`src/rtl/teclado_barrido.sv`:
```
// teclado_barrido: 4x4 keypad scanner with sync, press/release debounce and valid/ack capture
module teclado_barrido #(
   parameter int DIV_SCAN = 50000,
   parameter int DEB_CYC  = 500000
) (
   input  logic       clk,
   input  logic       rst_n,
   input  logic [3:0] fil_in,
   output logic [3:0] col_out,
   output logic [3:0] fil,
   output logic [3:0] col,
   output logic       valid,
   input  logic       ack
);
   localparam int SW = DIV_SCAN > 1 ? $clog2(DIV_SCAN) : 1;
   localparam int DW = DEB_CYC > 1 ? $clog2(DEB_CYC) : 1;
   localparam logic [1:0] SCAN = 2'd0, DEB = 2'd1, HELD = 2'd2;
   logic [3:0] s1, fil_s, cand_fil, cand_col, col_rot;
   logic [1:0] state;
   logic [SW-1:0] scnt;
   logic [DW-1:0] dcnt;
   logic onehot, scan_end, deb_end, capture;
   // decode helpers: single-row detect, counter terminal counts, next column
   always_comb begin
      onehot   = fil_s != 4'd0 && (fil_s & (fil_s - 4'd1)) == 4'd0;
      scan_end = scnt == SW'(DIV_SCAN - 1);
      deb_end  = dcnt == DW'(DEB_CYC - 1);
      col_rot  = {col_out[0], col_out[3:1]};
      capture  = state == DEB && fil_s == cand_fil && deb_end && !valid;
   end
   // two-flop synchroniser for the asynchronous row lines
   always_ff @(posedge clk or negedge rst_n) begin
      if (!rst_n) begin
         s1    <= 4'd0;
         fil_s <= 4'd0;
      end else begin
         s1    <= fil_in;
         fil_s <= s1;
      end
   end
   // scan / debounce / held-until-release sequencer; one counter serves press and release
   always_ff @(posedge clk or negedge rst_n) begin
      if (!rst_n) begin
         state    <= SCAN;
         scnt     <= '0;
         dcnt     <= '0;
         col_out  <= 4'b1000;
         cand_fil <= 4'd0;
         cand_col <= 4'd0;
      end else begin
         case (state)
            SCAN: begin
               if (scan_end) begin
                  scnt <= '0;
                  if (onehot) begin
                     state    <= DEB;
                     cand_fil <= fil_s;
                     cand_col <= col_out;
                  end else col_out <= col_rot;
               end else scnt <= scnt + SW'(1);
            end
            DEB: begin
               if (fil_s != cand_fil) begin
                  state   <= SCAN;
                  col_out <= col_rot;
                  dcnt    <= '0;
                  scnt    <= '0;
               end else if (deb_end) begin
                  state <= HELD;
                  dcnt  <= '0;
               end else dcnt <= dcnt + DW'(1);
            end
            HELD: begin
               if (fil_s != 4'd0) dcnt <= '0;
               else if (deb_end) begin
                  state   <= SCAN;
                  col_out <= col_rot;
                  dcnt    <= '0;
                  scnt    <= '0;
               end else dcnt <= dcnt + DW'(1);
            end
            default: state <= SCAN;
         endcase
      end
   end
   // output register and handshake; a capture only happens with valid low so it outranks ack
   always_ff @(posedge clk or negedge rst_n) begin
      if (!rst_n) begin
         fil   <= 4'd0;
         col   <= 4'd0;
         valid <= 1'b0;
      end else if (capture) begin
         fil   <= cand_fil;
         col   <= cand_col;
         valid <= 1'b1;
      end else if (ack && valid) valid <= 1'b0;
   end
endmodule

```
`config.mk`:
```
export PLATFORM = sky130hd
export DESIGN_NAME = teclado_barrido
export DESIGN_NICKNAME = d
export VERILOG_FILES = /design/src/rtl/teclado_barrido.sv
export SDC_FILE = /design/constraint.sdc
export NUM_CORES = 1
export LEC_CHECK = 0
export CAP_MARGIN = 30
export CORE_MARGIN = 1.5
export CORE_UTILIZATION = 32
export CTS_BUF_LIST = sky130_fd_sc_hd__clkbuf_8
export DETAILED_ROUTE_END_ITERATION = 12
export PLACE_DENSITY = 0.5
export SYNTH_ARGS = -nofsm -noshare
export SYNTH_HDL_FRONTEND = slang
export SYNTH_SLANG_ARGS = --single-unit
export TNS_END_PERCENT = 30
```
`constraint.sdc`:
```
create_clock -name clk -period 2.7 [get_ports clk]
set_input_delay 0.405 -clock clk [delete_from_list [all_inputs] [get_ports clk]]
set_output_delay 0.405 -clock clk [all_outputs]
set_load 0.01 [all_outputs]
```
After elaboration in Yosys (flattened, before gate mapping)
Cells that the tools add are included.
- reductions and logical operators: 16
- mux-type cells: 24
- add/subtract/negate cells: 3
- bitwise logic cells: 1
- eq/ne operators: 13
- operators with widths (kind ; number):
    $mux W16 ; 4
    $mux W19 ; 3
    $pmux W16 S3 ; 1
    $pmux W19 S2 ; 1
    $mux W4 ; 5
    $add A19 B1 Y19 const B ; 1
    $eq A19 B19 Y1 const B ; 1
    $add A16 B1 Y16 const B ; 1
    $eq A16 B16 Y1 const B ; 1
    $mux W2 ; 6
    $pmux W4 S3 ; 1
    $ne A2 B2 Y1 const B ; 5
    $pmux W2 S3 ; 1
    $reduce_and A6 Y1 ; 1
    $logic_and A1 B1 Y1 ; 5
    $reduce_and A5 Y1 ; 1
    $and A4 B4 Y4 ; 1
    $eq A4 B4 Y1 ; 1
    $logic_not A4 Y1 ; 1
    $ne A4 B4 Y1 ; 1
    $reduce_and A4 Y1 ; 1
    $reduce_bool A2 Y1 ; 2
    $reduce_bool A4 Y1 ; 1
    $sub A4 B1 Y4 const B ; 1
    9 further kinds ; 10
- flip-flop bits (word level): 66
- logic and storage cells: 68
- input bits: 7
- output and inout port bits: 13

Longest topological paths before layout
Gate-level depths: netlist of run 1.
- word-level depth: 7
- gate-level depth with buffers: 8

Worst setup path before layout of run 1
Ideal clock, no wire load.
- path type: reg2reg
- from: register scnt[11]
- to: register col_out[0]
- arrival: 2074 ps
- path slack: 499 ps
- cell stages (with the launch flop): 6
- required time: 2572 ps
- library setup time: 128 ps
- path through: dfrtp_1 -> or4b_4 -> nor4_4 -> nand3_1 -> a211o_1 -> mux2_1
- word-level cells in the longest chain between the ends: 3
- ends and longest elaborated chain (element ; line ; source):
    start, declared ; 20 ; logic [SW-1:0] scnt;
    start signal, assigned ; 60 ; end else scnt <= scnt + SW'(1);
    $eq A16 B16 Y1 ; 26 ; scan_end = scnt == SW'(DIV_SCAN - 1);
    $ne A2 B2 Y1 (no line) ; n/a ;
    $reduce_and A6 Y1 (no line) ; n/a ;
    end signal, assigned ; 59 ; end else col_out <= col_rot;
    end signal, assigned ; 65 ; col_out <= col_rot;
    end signal, assigned ; 77 ; col_out <= col_rot;
    end, declared ; 9 ; output logic [3:0] col_out,
No other way between the ends.
A chain may end at the register's enable or synchronous reset.

Worst setup path in the final report of run 1
- from: register scnt[12]
- to: register col_out[0]
Same word-level chain as after synthesis.

==> impl_metrics.sql, run 1 <==
INSERT INTO impl_metrics (metric_group, metric, value, unit) VALUES
('setup_path', 'critPathLaunchType', 'register', ''),
('setup_path', 'reg2reg_depth', '5', ''),
('placement', 'numPlacedInstances', '478', ''),
('final_layout', 'fillers', '1025', ''),
('synth', 'synth.area.mux_share', '7.26', '%'),
('final_layout', 'area_growth', '18.3', '%'),
('clock_tree', 'clock_latency', '0.34', 'ns'),
('sta', 'finalCritPeriodShare', '94.2', '%'),
('clock_tree', 'h_tree_level_count', '3', ''),
('synth', 'synth-compound-area-share', '14.1', '%'),
('sta', 'setup_tns', '0', 'ns'),
('run', 'maxCapViolations', '0', ''),
('placement', 'port_buffers', '19', ''),
('final_layout', 'mostFrequentLayoutCell', 'sky130_fd_sc_hd__dfrtp_1', ''),
('clock_tree', 'post-cts-setup-buffers', '0', ''),
('sta', 'maxSlewHeadroom', '41.1', '%'),
('die', 'floorplan.rows', '37', ''),
('die', 'die_h', '106', 'um'),
('route', 'detailedRoute.firstIterationViolations', '119', ''),
('die', 'floorplan.io_pins', '20', ''),
('final_layout', 'stdcell_count', '494', ''),
('die', 'placeableCoreArea', '10300', 'um2'),
('sta', 'hold_fails_final_rpt', '0', ''),
('route', 'route.final.wire_length', '7350', 'um'),
('setup_path', 'worst_ep_arrival_time', '2.77', 'ns'),
('synth', 'syn-cell-area', '3380', 'um2'),
('sta', 'clock_skew', '0.0134', 'ns'),
('setup_path', 'timing.critical_path.to_type', 'register', ''),
('sta', 'slew_viol_final', '0', ''),
('synth', 'ys_ff_latch', '66', ''),
('setup_path', 'required_time_at_the_worst_slack_endpoint', '2.93', 'ns'),
('synth', 'synth_area_in_adders', '2.22', '%'),
('global_routing', 'first_global_vias', '2600', ''),
('route', 'routed_wire_length_per_instance', '14.9', 'um'),
('final_layout', 'layout-drive-gt1-share', '10.1', '%'),
('outcome', 'outcome', 'completed', ''),
('clock_tree', 'cts_inserted_buffers', '9', ''),
('clock_tree', 'root_buffer', 'sky130_fd_sc_hd__clkbuf_8', ''),
('pwr', 'vdd_drop_max', '0.265', 'mV'),
('sta', 'final.min_clock_period', '2.54', 'ns'),
('final_layout', 'post-route-util', '38.9', '%'),
('sta', 'final_layout_worst_hold_slack', '0.112', 'ns'),
('worst_hold_path', 'min-delay-path-class', 'in2async', ''),
('setup_path', 'r2r-end', 'col_out[0]', ''),
('die', 'die_x', '106', 'um'),
('pwr', 'power.static_leakage', '1.70', 'nW'),
('synth', 'synth_xor_area_share', '4.15', '%'),
('clock_tree', 'cts_max_path_buffers', '2', ''),
('setup_path', 'critical_path_class', 'reg2reg', ''),
('setup_path', 'cp-startpoint', 'scnt[12]', ''),
('final_layout', 'num-nets-final', '366', ''),
('synth', 'yosys.cell_types.count', '50', ''),
('route', 'dr_total_vias', '2643', ''),
('global_routing', 'gr-total-overflow', '0', ''),
('route', 'route.detailed.vias_per_inst', '5.35', ''),
('synth', 'synthesized_net_count', '337', ''),
('route', 'post-route-drc-count', '0', ''),
('global_routing', 'global_route_wire_length_before_repair', '12800', 'um'),
('synth', 'dominant_combinational_cell_family_by_area_after_synthesis', 'simple AND/OR/NAND/NOR gates', ''),
('setup_path', 'critical_path.max_fanout', '8', ''),
('placement', 'hpwl', '5060', 'um'),
('setup_path', 'worst_setup_path_endpoint', 'col_out[0]', ''),
('synth', 'synth_cells', '324', ''),
('die', 'die_area', '11200', 'um2'),
('sta', 'worst_slew_pin_slew', '0.883', 'ns'),
('clock_tree', 'post_cts_resize_count', '0', ''),
('global_routing', 'grt_start_max_net_pins', '36', ''),
('final_layout', 'combined_flip_flop_and_latch_cell_area', '1650', 'um2'),
('global_routing', 'grt_antenna_before_repair', '0', ''),
('synth', 'number_of_warnings_printed_during_yosys_synthesis', '0', ''),
('route', 'drt_first_pass_iters', '4', '');
-- registers in the layout, summed over array words and instances (netlist names) --
register / flops
dcnt: 19
scnt: 16
cand_col: 4
cand_fil: 4
col: 4
col_out: 4
fil: 4
fil_s: 4
s1: 4
state: 2
valid: 1
-- cell type report --
class,count,share of cell area (%)
tap,136,4.26
timing repair buffer,32,7.39
clock buffer,9,3.10
multi-input combinational,228,40.5
inverter,16,1.50
clock inverter,7,1.94
sequential,66,41.4
-- cell families (layout without fill, tap and decap cells) --
family	after synthesis	count (layout)
and+or+nand+nor	117	117
buffers and inverters	30	64
muxes	22	22
AOI/OAI and AO/OA	67	67
DFF	66	66
xor gates and xnor gates	16	16
adders and majority gates	6	6
-- power breakdown --
group          total (mW)  switching [mW]  internal (mW)
clock               0.858           0.426          0.432
combinational      0.0414          0.0270         0.0144
sequential          0.999         0.00509          0.994
-- critical path: stages (launching register included) --
cell and delay, ns:
sky130_fd_sc_hd__dfrtp_1 0.45, sky130_fd_sc_hd__or4bb_1 0.60, sky130_fd_sc_hd__nor4_4 0.53, sky130_fd_sc_hd__nand3_1 0.14, sky130_fd_sc_hd__a211o_1 0.38, sky130_fd_sc_hd__mux2_1 0.33
-- Yosys cell counts (all sizes together), types with 4 or more instances --
cell    number  share of area (%)
a211oi       5                1.1
a21oi        5               0.74
a31oi        5               0.93
and3         7                1.3
clkbuf      13                1.4
dfrtp       65                 48
ha           6                2.2
inv         15                1.7
mux2        20                6.7
nand2       20                2.2
nand3       17                2.5
nand4       12                2.2
nor2        22                2.4
nor3        11                1.6
nor4         6                1.7
o21ai       10                1.5
o22ai        4               0.74
o31ai       18                4.0
xnor2        4                1.0
xor2        12                3.1
-- layer usage --
metal	global-route usage, %	vias up	share of wire [%]
met5	0	-	0
met4	5.12	0	1.1
met3	3.53	8	3.6
met2	23.1	55	48
met1	18.6	1305	48
li1	-	1275	-
-- through the flow --
stage                     total power [mW]  setup slack (ns)  instance area [um2]
final                                 1.90             0.157                 4000
after global placement                1.06             0.238                 3790
after detailed placement              1.06             0.203                 3790
after global routing                  1.99            0.0489                 4000
after CTS                             1.93             0.172                 3990
after floorplan                       1.03             0.499                 3380
-- how the worst min path moves through the flow --
stage | from | to | cells after the start
6_report | rst_n | scnt[13] | 1
5_1_grt | rst_n | scnt[13] | 1
4_1_cts | rst_n | scnt[13] | 1
3_5_place_dp | s1[2] | fil_s[2] | 0
3_3_place_gp | s1[0] | fil_s[0] | 0
2_1_floorplan | rst_n | cand_col[0] | 0
(Power assumes the default switching activity.)
==> inputs of run 2 (changes only) <==
==> constraint.sdc (replaced) <==
create_clock -name clk -period 2.7 [get_ports clk]
set_input_delay 0.27 -clock clk [delete_from_list [all_inputs] [get_ports clk]]
set_output_delay 0.27 -clock clk [all_outputs]
set_load 0.01 [all_outputs]
==> impl_metrics.sql, run 2 (same netlist as run 1, synthesis figures left out) <==
INSERT INTO impl_metrics (metric_group, metric, value, unit) VALUES
('outcome', 'outcome', 'completed', ''),
('setup_path', 'timing.critical_path.to_type', 'register', ''),
('worst_hold_path', 'min-delay-path-class', 'reg2reg', ''),
('final_layout', 'area_growth', '18.6', '%'),
('setup_path', 'crit_slowest_cell', 'sky130_fd_sc_hd__or4bb_1', ''),
('die', 'placeableCoreArea', '10300', 'um2'),
('clock_tree', 'root_buffer', 'sky130_fd_sc_hd__clkbuf_8', ''),
('die', 'die_area', '11200', 'um2'),
('global_routing', 'global_route_wire_length_before_repair', '12800', 'um'),
('sta', 'maxSlewHeadroom', '41.1', '%'),
('sta', 'max_freq', '393', 'MHz'),
('clock_tree', 'cts_inserted_buffers', '9', ''),
('route', 'antenna_left', '0', ''),
('setup_path', 'reg2reg_depth', '5', ''),
('clock_tree', 'h_tree_level_count', '3', ''),
('die', 'die_x', '106', 'um'),
('final_layout', 'biggestRegsByFlops', 'dcnt: 19 flops, scnt: 16 flops', ''),
('global_routing', 'grt_antenna_before_repair', '0', ''),
('final_layout', 'mostFrequentLayoutCell', 'sky130_fd_sc_hd__dfrtp_1', ''),
('route', 'dr_total_vias', '2641', ''),
('die', 'floorplan.io_pins', '20', ''),
('route', 'route.final.wire_length', '7340', 'um'),
('sta', 'finalSetupViolCount', '0', ''),
('placement', 'gp_congestion', '0.797', ''),
('sta', 'grt_setup_unrepaired', 'false', ''),
('clock_tree', 'cts_max_path_buffers', '2', ''),
('worst_hold_path', 'holdPathStages', '0', ''),
('clock_tree', 'cts_tree', 'yes', ''),
('sta', 'hold_fails_final_rpt', '0', ''),
('final_layout', 'layout_common_cells', '65 x sky130_fd_sc_hd__dfrtp_1, 22 x sky130_fd_sc_hd__nor2_1, 20 x sky130_fd_sc_hd__mux2_1, 20 x sky130_fd_sc_hd__nand2_1', ''),
('sta', 'clock_skew', '0.0123', 'ns'),
('run', 'maxCapViolations', '0', ''),
('setup_path', 'worst_ep_arrival_time', '2.77', 'ns'),
('pwr', 'power_density', '474', 'nW/um2'),
('die', 'initial_core_util', '32.9', '%'),
('placement', 'port_buffers', '19', ''),
('sta', 'final.min_clock_period', '2.54', 'ns'),
('sta', 'final_layout_worst_hold_slack', '0.340', 'ns'),
('setup_path', 'path_cells', 'or4bb_1 > nor4_4 > nand3_1 > a211o_1 > mux2_1', ''),
('global_routing', 'gr-total-overflow', '0', ''),
('clock_tree', 'cts.sinks', '66', ''),
('sta', 'worst_slew_pin_slew', '0.883', 'ns'),
('final_layout', 'stdcell_count', '495', ''),
('route', 'drt_first_pass_iters', '5', ''),
('final_layout', 'num-nets-final', '367', ''),
('setup_path', 'critical_path.max_fanout', '8', ''),
('sta', 'finalCritPeriodShare', '94.2', '%'),
('route', 'routed_wire_length_per_instance', '14.8', 'um'),
('die', 'floorplan.rows', '37', ''),
('setup_path', 'required_time_at_the_worst_slack_endpoint', '2.93', 'ns'),
('pwr', 'power.static_leakage', '1.71', 'nW'),
('sta', 'setup_tns', '0', 'ns'),
('global_routing', 'first_global_vias', '2602', ''),
('pwr', 'vdd_drop_max', '0.264', 'mV'),
('die', 'die_h', '106', 'um'),
('global_routing', 'grt_start_max_net_pins', '36', ''),
('route', 'route.detailed.vias_per_inst', '5.34', ''),
('placement', 'hpwl', '5060', 'um'),
('final_layout', 'top_register', 'dcnt', ''),
('sta', 'slew_viol_final', '0', ''),
('setup_path', 'critical_path_class', 'reg2reg', ''),
('placement', 'numPlacedInstances', '478', ''),
('final_layout', 'layout-drive-gt1-share', '10.0', '%'),
('clock_tree', 'clock_latency', '0.34', 'ns'),
('route', 'detailedRoute.firstIterationViolations', '119', ''),
('clock_tree', 'cts.reportedPaths.clkPinSlew', '0.08', 'ns'),
('final_layout', 'largest_register_ffs', '19', ''),
('route', 'post-route-drc-count', '0', ''),
('setup_path', 'critPathLaunchType', 'register', ''),
('final_layout', 'n_antenna_cell', '0', ''),
('global_routing', 'groute.usage.overall', '14.3', '%'),
('clock_tree', 'post-cts-setup-buffers', '0', ''),
('setup_path', 'cpPeakStageDelay', '0.59', 'ns'),
('final_layout', 'post-route-util', '39.0', '%');
-- run 2: worst max-delay path, delay by kind of cell (launching register included) --
family | cells | cell delay, ns
AND/OR/NAND/NOR | 3 | 1.26
AO/OA/AOI/OAI | 1 | 0.38
flip-flops | 1 | 0.45
multiplexers | 1 | 0.33
-- run 2: path summary, 6_finish.rpt --
kind                       startpoint         end  slack (ns)
max in group asynchronous       rst_n    dcnt[15]        1.53
hold reg to reg                 s1[1]    fil_s[1]        0.34
min in group asynchronous       rst_n    scnt[13]        0.51
setup reg to reg             scnt[12]  col_out[0]        0.16
setup / recovery             scnt[12]  col_out[0]        0.16
hold / removal                  s1[1]    fil_s[1]        0.34
-- run 2: final cells by class --
type                            instances  area [um2]
Tap cell                              136         170
Inverter                               16        60.1
Sequential cell                        66        1650
Clock buffer                            9         124
Clock inverter                          7        77.6
Multi-Input combinational cell        228        1620
Fill cell                            1024        6270
Timing Repair Buffer                   33         305
-- run 2: routing by layer --
metal	GRT usage [%]	part of all wire, %	vias to the layer above
li1	-	-	1276
met3	3.53	3.9	9
met1	18.7	47	1301
met2	23.1	48	55
met4	5.12	1.2	0
met5	0	0	-
-- run 2: report_power, final --
part | total, mW | leakage, nW | switching [mW] | internal [mW]
sequential | 0.999 | 0.886 | 0.00509 | 0.994
combinational | 0.0426 | 0.734 | 0.0273 | 0.0153
clock | 0.858 | 0.0885 | 0.426 | 0.432
total | 1.90 | 1.71 | 0.458 | 1.44
-- run 2: repair_timing --
action | CTS | global route
endpoints found under the hold margin | 1 | 0
hold buffers | 1 | 0
resized for setup | 0 | 1
endpoints found under the setup margin | 0 | 1
-- run 2: stage by stage --
stage	power (mW)	instance area (um2)	setup slack, ns
global route	1.99	4010	0.0489
finish	1.90	4010	0.156
global placement	1.06	3790	0.238
CTS	1.93	4000	0.172
detailed placement	1.06	3790	0.203
floorplan	1.03	3380	0.499
==> inputs of run 3 (changes only) <==
CORE_ASPECT_RATIO = 1.4   (was default)
DONT_BUFFER_PORTS = 1   (was default)
PLACE_DENSITY = 0.48   (was 0.5)
==> impl_metrics.sql, run 3 (same netlist as run 1, synthesis figures left out) <==
INSERT INTO impl_metrics (metric_group, metric, value, unit) VALUES
('setup_path', 'cpPeakStageDelay', '0.58', 'ns'),
('route', 'detailedRoute.firstIterationViolations', '98', ''),
('global_routing', 'groute.layer.met2.usage', '26.9', '%'),
('sta', 'finalSetupViolCount', '0', ''),
('pwr', 'relative_contribution_of_sequential_cells_to_total_power', '50.5', '%'),
('final_layout', 'area_occupied_by_multi_input_gates', '1620', 'um2'),
('clock_tree', 'cts_tree', 'yes', ''),
('sta', 'maxSlewHeadroom', '39.2', '%'),
('setup_path', 'reg2reg_depth', '5', ''),
('clock_tree', 'root_buffer', 'sky130_fd_sc_hd__clkbuf_8', ''),
('pwr', 'power.share.clock', '47.5', '%'),
('final_layout', 'layout_common_cells', '65 x sky130_fd_sc_hd__dfrtp_1, 22 x sky130_fd_sc_hd__nor2_1, 20 x sky130_fd_sc_hd__mux2_1, 20 x sky130_fd_sc_hd__nand2_1, 18 x sky130_fd_sc_hd__o31ai_1', ''),
('final_layout', 'num-nets-final', '354', ''),
('die', 'die_h', '125', 'um'),
('setup_path', 'worst_ep_arrival_time', '2.57', 'ns'),
('sta', 'final.min_clock_period', '2.35', 'ns'),
('setup_path', 'regToRegStartpoint', 'scnt[11]', ''),
('die', 'placeableCoreArea', '10300', 'um2'),
('worst_hold_path', 'min-delay-path-class', 'in2reg', ''),
('final_layout', 'largest_register_ffs', '19', ''),
('pwr', 'power.combinational.fraction', '2.1', '%'),
('pwr', 'internal_power', '1.55', 'mW'),
('pwr', 'vdd_drop_max', '0.191', 'mV'),
('clock_tree', 'h_tree_level_count', '3', ''),
('placement', 'hpwl', '5290', 'um'),
('global_routing', 'globalRoute.busiestLayer', 'met2', ''),
('route', 'route.detailed.vias_per_inst', '5.34', ''),
('global_routing', 'first_global_vias', '2719', ''),
('setup_path', 'critical_path.max_fanout', '7', ''),
('pwr', 'p_switching', '0.425', 'mW'),
('final_layout', 'n_antenna_cell', '0', ''),
('run', 'maxCapViolations', '0', ''),
('route', 'routed_wire_length_per_instance', '15.8', 'um'),
('sta', 'slew_viol_final', '0', ''),
('setup_path', 'timing.critical_path.depth', '5', ''),
('setup_path', 'timing.critical_path.to_type', 'register', ''),
('sta', 'grt_setup_unrepaired', 'false', ''),
('global_routing', 'gr-total-overflow', '0', ''),
('route', 'drt_first_pass_iters', '4', ''),
('global_routing', 'groute.usage.overall', '15.1', '%'),
('die', 'initial_core_util', '32.6', '%'),
('placement', 'gp_congestion', '0.778', ''),
('route', 'route.final.wire_length', '7660', 'um'),
('clock_tree', 'cts.reportedPaths.clkPinSlew', '0.08', 'ns'),
('setup_path', 'path_cells', 'or4b_4 > nor4_4 > nand3_1 > a211o_1 > mux2_1', ''),
('global_routing', 'grtUsageMet1', '17.6', '%'),
('global_routing', 'grt_antenna_before_repair', '0', ''),
('route', 'antenna_left', '0', ''),
('sta', 'finalCritPeriodShare', '87.2', '%'),
('route', 'dr_total_vias', '2586', ''),
('pwr', 'power_density', '506', 'nW/um2'),
('final_layout', 'combined_flip_flop_and_latch_cell_area', '1650', 'um2'),
('final_layout', 'mostFrequentLayoutCell', 'sky130_fd_sc_hd__dfrtp_1', ''),
('sta', 'hold_fails_final_rpt', '0', ''),
('setup_path', 'worst_setup_path_endpoint', 'col_out[0]', ''),
('die', 'die_area', '11200', 'um2'),
('die', 'die_x', '89.8', 'um'),
('placement', 'place_worst_setup_slack', '0.212', 'ns'),
('setup_path', 'required_time_at_the_worst_slack_endpoint', '2.92', 'ns'),
('placement', 'port_buffers', '0', ''),
('sta', 'setup_slack', '0.346', 'ns'),
('outcome', 'outcome', 'completed', ''),
('global_routing', 'grt_start_max_net_pins', '67', ''),
('sta', 'worst_slew_pin_slew', '0.912', 'ns'),
('sta', 'setup_tns', '0', 'ns'),
('setup_path', 'r2r-end', 'col_out[0]', ''),
('final_layout', 'top_register', 'dcnt', ''),
('global_routing', 'grtUsageMet3', '3.11', '%'),
('pwr', 'power.static_leakage', '1.70', 'nW'),
('clock_tree', 'cts.sinks', '66', ''),
('setup_path', 'cp-startpoint', 'scnt[11]', ''),
('clock_tree', 'clock_latency', '0.34', 'ns'),
('sta', 'final_layout_worst_hold_slack', '0.0901', 'ns'),
('final_layout', 'area_growth', '15.8', '%'),
('setup_path', 'crit_slowest_cell', 'sky130_fd_sc_hd__or4b_4', ''),
('setup_path', 'worst-path-buf-inv', '0', ''),
('final_layout', 'biggestRegsByFlops', 'dcnt: 19 flops, scnt: 16 flops', ''),
('die', 'floorplan.rows', '44', ''),
('die', 'floorplan.io_pins', '20', ''),
('sta', 'max_freq', '425', 'MHz'),
('setup_path', 'cp_top_family', 'simple AND/OR/NAND/NOR gates', ''),
('setup_path', 'r2r_setup_slack', '0.35', 'ns'),
('clock_tree', 'cts_inserted_buffers', '9', ''),
('setup_path', 'critPathLaunchType', 'register', ''),
('route', 'post-route-drc-count', '0', ''),
('final_layout', 'layout-drive-gt1-share', '10.7', '%'),
('sta', 'clock_skew', '0.00557', 'ns'),
('final_layout', 'fillers', '1083', ''),
('clock_tree', 'cts_max_path_buffers', '2', ''),
('pwr', 'p_sw_share', '21.5', '%'),
('global_routing', 'global_route_wire_length_before_repair', '13700', 'um'),
('final_layout', 'post-route-util', '37.8', '%'),
('setup_path', 'critical_path_class', 'reg2reg', '');
## run 3: final cells by class
class | count | share of cell area (%)
Sequential cell | 66 | 42.2
Multi-Input combinational cell | 228 | 41.3
Timing Repair Buffer | 20 | 4.67
Tap cell | 138 | 4.41
Clock buffer | 10 | 3.52
Clock inverter | 6 | 2.30
Inverter | 16 | 1.54
## run 3: power by group through the flow
stage | Combinational [mW] | Clock, mW | Sequential, mW
2_1_floorplan | 0.00912 | 0 | 1.02
5_1_grt | 0.0485 | 1.02 | 0.999
3_5_place_dp | 0.0115 | 0 | 1.02
4_1_cts | 0.0433 | 0.978 | 0.999
6_report | 0.0409 | 0.939 | 0.999
3_3_place_gp | 0.0115 | 0 | 1.02
## run 3: per-layer routing
metal  vias to the layer above  wire [um]
met1                      1298       3300
met3                        11        193
met4                         0        133
met2                        33       4040
li1                       1244          -
met5                         -          0
## run 3: how the worst min path moves through the flow
stage	cells past startpoint	start	slack, ns	endpoint
floorplan	0	rst_n	-0.03	cand_col[0]
CTS	2	ack	0.07	valid
global placement	0	rst_n	-0.02	cand_col[0]
global route	2	ack	0.10	valid
finish	2	ack	0.09	valid
detailed placement	0	rst_n	-0.02	cand_col[0]
## run 3: worst reg2reg max path, cell delays in order, from the launching register on
cell	delay (ns)
sky130_fd_sc_hd__dfrtp_1	0.46
sky130_fd_sc_hd__or4b_4	0.58
sky130_fd_sc_hd__nor4_4	0.34
sky130_fd_sc_hd__nand3_1	0.12
sky130_fd_sc_hd__a211o_1	0.39
sky130_fd_sc_hd__mux2_1	0.35
## run 3: repair_timing
item | CTS | global route
resized for setup | 0 | 1
setup buffers | 0 | 0
setup endpoints to repair | 0 | 3
endpoints found under the hold margin | 70 | 0
hold buffers | 6 | 0
## run 3: stage by stage
stage          cells  cell area, um2  total power [mW]
4_1_cts          484            3910              2.02
2_1_floorplan    324            3380              1.03
3_5_place_dp     462            3600              1.03
5_1_grt          484            3910              2.07
6_report         484            3910              1.98
3_3_place_gp     462            3600              1.03
==> patch 1: new RTL, flow settings as in run 1 <==
Set the parameter `DEB_CYC` to 250000 (it was 500000).
--- a/src/rtl/teclado_barrido.sv
+++ b/src/rtl/teclado_barrido.sv
@@ -3,3 +3,3 @@
    parameter int DIV_SCAN = 50000,
-   parameter int DEB_CYC  = 500000
+   parameter int DEB_CYC  = 250000
 ) (
Behaviour: same outputs for any inputs over 10 cycles, from zero or initial values and one cycle with rst_n low; that may be too few to reach the edited logic, so the function may still have changed.
==> patch 1 against run 1 <==
Total power increased by 1.1%. Non-clock buffer count fell by 6. Synthesized area decreased by 5.6%. Final area fell by 6.2%. Via count down 10%. Setup slack gained 0.12 ns. Count of clock-buffer cells in the layout up 1. First-iteration DRC count rose by 26%. Sequential cell count fell by 1. Final cell count is 6.7% lower. Largest cell class unchanged. Utilization shrank 0.36 points. Wire length decreased by 11%.
==> patch 1: results (changes against run 1) <==
| Metric | Value |
|---|---|
| Post-DP HPWL | 4370 um (was 5060 um) |
| VDD IR-drop max | 0.000343 V (was 0.000265 V) |
| Finished Layout Cells | 461 (was 494) |
| Largest regs | dcnt: 18 flops, scnt: 16 flops (was dcnt: 19 flops, scnt: 16 flops) |
| Iter 0 DRT Violations | 150 (was 119) |
| PostCTS Resize Cnt | 0 (unchanged) |
| Top post-synthesis cells by area | dfrtp_1 (50%), mux2_2 (7.4%), o31ai_1 (5.4%), nor2_1 (3.4%), xor2_1 (3.0%) (was dfrtp_1 (48%), mux2_1 (6.7%), o31ai_1 (4.0%), xor2_1 (3.1%), nand3_1 (2.5%)) |
| CP max stage cell | or4bb_1 (unchanged) |
| Reg clk slew, reported paths | 0.07 ns (was 0.09 ns) |
| Arrival time worst endpoint | 2.65 ns (was 2.77 ns) |
| CP max stage delay | 0.45 ns (was 0.60 ns) |
| Pre-CTS WS | 0.279 ns (was 0.203 ns) |
| Status | completed (unchanged) |
| CP Max Fanout | 9 (was 8) |
| First-pass GRT wire length | 11,500 um (was 12,800 um) |
| DR pass1 iterations | 6 (was 4) |
| R2r endpoint | fil[0] (was col_out[0]) |
| Largest net degree at the start of global routing | 66 (was 36) |
| Leak | 1.66 nW (was 1.70 nW) |
| Post-Route WL | 6570 um (was 7350 um) |
| Layout Nets | 336 (was 366) |
| GRT Resource Usage Total | 14.2% (was 14.3%) |
| Area after DPL | 3530 um^2 (was 3790 um^2) |
| Worst reg2reg setup slack | 0.27 ns (was 0.16 ns) |
| Num CTS Buffers | 9 (unchanged) |
| Synth Net Count | 312 (was 337) |
| Worst Slack Setup Final | 0.274 ns (was 0.157 ns) |
| Filler instances | 1,007 (was 1,025) |
| R2r startpoint | dcnt[0] (was scnt[12]) |
| Placed instance count | 445 (was 478) |
| Layout cells sized above 1 | 14.9% (was 10.1%) |
| Worst r2r path cells | 6 (was 5) |
| Measured slew at the worst slew-check pin | 0.846 ns (was 0.883 ns) |
| Clk_skew | 0.00940 ns (was 0.0134 ns) |
| Cells after Synth | 299 (was 324) |
| GPL Wtd Cong | 0.730 (was 0.797) |
| Post-synth top cells | dfrtp_1 (64), nor2_1 (29), o31ai_1 (23) (was dfrtp_1 (65), nor2_1 (22), mux2_1 (20), nand2_1 (20), o31ai_1 (18)) |
-- patch 1: cell types whose count changed after synthesis, moves of 4 or more --
cell,delta
clkbuf_1,-4
xnor2_1,+4
o21ai_1,-8
o31ai_1,+5
nand4_1,-6
nor2_1,+7
nor3_1,-5
a211oi_1,-4
o22ai_1,-4
mux2_1,-20
inv_1,-5
mux2_2,+21
o21ai_0,+9
-- patch 1: layout make-up --
cell class / instances / area (um^2) / share of cell area [%]
Clock buffer: 10 / 138 / 3.67
Clock inverter: 6 / 76.3 / 2.04
Inverter: 10 / 37.5 / 1.00
Multi-Input combinational cell: 211 / 1470 / 39.1
Sequential cell: 65 / 1630 / 43.4
Tap cell: 133 / 166 / 4.44
Timing Repair Buffer: 26 / 238 / 6.34
-- patch 1: how the worst max path moves through the flow --
stage,from,endpoint,slack (ns),cells after the start
finish,dcnt[0],fil[0],0.27,6
global route,dcnt[0],fil[0],0.08,6
CTS,dcnt[0],fil[0],0.27,6
detailed placement,dcnt[0],fil[0],0.28,6
global placement,dcnt[0],fil[2],0.35,6
floorplan,state[0],dcnt[17],0.49,9
-- patch 1: kinds of logic (layout without fill, tap and decap cells) --
family,Yosys count,after routing,share of synthesized area (%)
xor gates and xnor gates,19,19,5.22
muxes,21,21,7.41
DFF,65,65,51.0
adders and majority gates,6,6,2.35
buffers and inverters,23,52,3.06
AOI/OAI and AO/OA,60,60,13.3
and+or+nand+nor,105,105,17.6
-- patch 1: power breakdown --
group          total [mW]  switching [mW]  internal (mW)  leakage [nW]
logic              0.0363          0.0243         0.0120         0.668
registers           0.986         0.00591          0.980         0.872
clock network       0.897           0.364          0.534         0.120
total                1.92           0.394           1.53          1.66
-- patch 1: per-layer routing --
metal / GRT usage (%) / vias up / share of wire [%]
li1: - / 1136 / -
met1: 19.0 / 1190 / 48
met2: 21.5 / 36 / 47
met3: 3.73 / 11 / 3.2
met4: 6.96 / 0 / 2.2
met5: 0 / - / 0
-- patch 1: through the flow --
stage	hold slack [ns]	utilization (%)
global route	0.312	38.5
floorplan	0.109	-
detailed placement	0.336	36.3
global placement	0.331	36.3
CTS	0.272	38.5
finish	0.228	38.5
==> patch 2: new RTL, config.mk and constraints of run 1 <==
Without the edit above. Compare `dcnt` against `DW'(DEB_CYC - 1)` with >= in place of ==.
--- a/src/rtl/teclado_barrido.sv
+++ b/src/rtl/teclado_barrido.sv
@@ -26,3 +26,3 @@
       scan_end = scnt == SW'(DIV_SCAN - 1);
-      deb_end  = dcnt == DW'(DEB_CYC - 1);
+      deb_end  = dcnt >= DW'(DEB_CYC - 1);
       col_rot  = {col_out[0], col_out[3:1]};
Function: no difference found for any inputs over 10 cycles, from zero or initial values and one cycle with rst_n low; that may be too few to reach the edited logic, so the function may still have changed.
==> patch 2 against run 1 <==
Wire length down 5.6%. Total power down 0.50%. Synthesized cell count down 4.6%. Hold slack worse by 0.028 ns. Die area down 3.2%. Setup slack worse by 0.037 ns. Sequential cell count unchanged. Non-clock buffer count unchanged. Critical endpoint is now scnt[15]. Final area down 2.6%. Clock power down 0.8%. Critical path type unchanged. Synthesized area down 3.3%.
==> patch 2: results (changes against run 1) <==
| Metric | Value |
|---|---|
| Post-synth top cells | dfrtp_1 (65), nand2_1 (25), o21ai_0 (19) (was dfrtp_1 (65), nor2_1 (22), mux2_1 (20), nand2_1 (20), o31ai_1 (18)) |
| Layout cells sized above 1 | 16.4% (was 10.1%) |
| Top post-synthesis cells by area | dfrtp_1 (50%), mux2_2 (6.2%), a31oi_1 (3.1%), o21ai_0 (2.9%), nand2_1 (2.9%) (was dfrtp_1 (48%), mux2_1 (6.7%), o31ai_1 (4.0%), xor2_1 (3.1%), nand3_1 (2.5%)) |
| Status | completed (unchanged) |
| Clk_skew | 0.0185 ns (was 0.0134 ns) |
| Iter 0 DRT Violations | 109 (was 119) |
| Post-Route WL | 6940 um (was 7350 um) |
| Filler instances | 1,006 (was 1,025) |
| Synth Net Count | 322 (was 337) |
| Arrival time worst endpoint | 2.85 ns (was 2.77 ns) |
| Vias in the first global route | 2,391 (was 2,600) |
| Cells after Synth | 309 (was 324) |
| VDD IR-drop max | 0.000230 V (was 0.000265 V) |
| Worst min path class | input pin to asynchronous set/reset pin (unchanged) |
| Slew HR | 54.1% (was 41.1%) |
| Placed instance count | 464 (was 478) |
| Vias/cell | 5.13 (was 5.35) |
| GPL Wtd Cong | 0.768 (was 0.797) |
| CP Max Fanout | 5 (was 8) |
| DR pass1 iterations | 4 (unchanged) |
| R2r startpoint | dcnt[10] (was scnt[12]) |
| Leak | 1.67 nW (was 1.70 nW) |
| Layout Nets | 355 (was 366) |
| Post-DP HPWL | 4810 um (was 5060 um) |
| Longest Clk Path Bufs | 2 (unchanged) |
| Worst reg2reg setup slack | 0.12 ns (was 0.16 ns) |
| Initial antenna violation count | 0 (unchanged) |
| Fin Hold WS | 0.0844 ns (was 0.112 ns) |
| Area after DPL | 3690 um^2 (was 3790 um^2) |
| Largest net degree at the start of global routing | 40 (was 36) |
| First-pass GRT wire length | 12,000 um (was 12,800 um) |
| R2r endpoint | scnt[15] (was col_out[0]) |
| Sequential share of the synthesized area | 50.6% (was 48.9%) |
| Post-synthesis cell type count | 54 (was 50) |
| GRT Resource Usage Total | 14.0% (was 14.3%) |
| Largest regs | dcnt: 19 flops, scnt: 16 flops (unchanged) |
| Max-slew violations | 0 (unchanged) |
| Finished Layout Cells | 480 (was 494) |
| Worst r2r path cells | 6 (was 5) |
[patch 2: cell types whose count changed after synthesis, moves of 11 or more]
cell	before	now
a31oi_1	5	16
mux2_1	20	2
mux2_2	0	18
o21ai_0	2	19
[patch 2: area by class of cell]
class / count / area [um^2] / share of cell area [%]
inverters: 9 / 33.8 / 0.868
flip-flops and latches: 66 / 1650 / 42.5
multi-input cells: 224 / 1530 / 39.3
repair buffers: 32 / 308 / 7.91
clock buffers: 9 / 124 / 3.18
well taps: 133 / 166 / 4.28
clock inverters: 7 / 76.3 / 1.96
[patch 2: how the worst max path moves through the flow]
stage,from,end,slack [ns],cells after the start
3_3_place_gp,dcnt[10],scnt[15],0.14,6
6_report,dcnt[10],scnt[15],0.12,6
4_1_cts,dcnt[10],scnt[15],0.09,6
5_1_grt,dcnt[10],scnt[9],0.001,7
2_1_floorplan,dcnt[7],col[0],0.14,7
3_5_place_dp,dcnt[10],col_out[2],0.12,6
[patch 2: power by group]
part	switching (mW)	internal, mW
combinational	0.0245	0.0132
clock	0.419	0.433
sequential	0.00609	0.994
total	0.449	1.44
[patch 2: worst max-delay path, stage by stage, from the launching register on]
cell and delay [ns]:
dfrtp_1 0.38, or4_4 0.54, or4_4 0.54, o2111ai_2 0.10
nand4bb_1 0.28, or4_1 0.57, nand3_1 0.09
[patch 2: cell families after synthesis]
kind of cell    count (synthesis)  synth area share (%)
buf+inv                        19                  2.60
xor+xnor                        6                  1.61
flops                          66                  50.6
mux                            22                  7.50
compound gates                 81                  16.4
fa+ha+maj                       6                  2.30
simple gates                  109                  19.0
[patch 2: routing by layer]
layer	vias up	track usage, %	routed length (um)
met5	-	0	0
li1	1217	-	-
met3	7	3.57	199
met1	1206	19.7	3540
met4	0	5.36	91
met2	33	20.5	3110
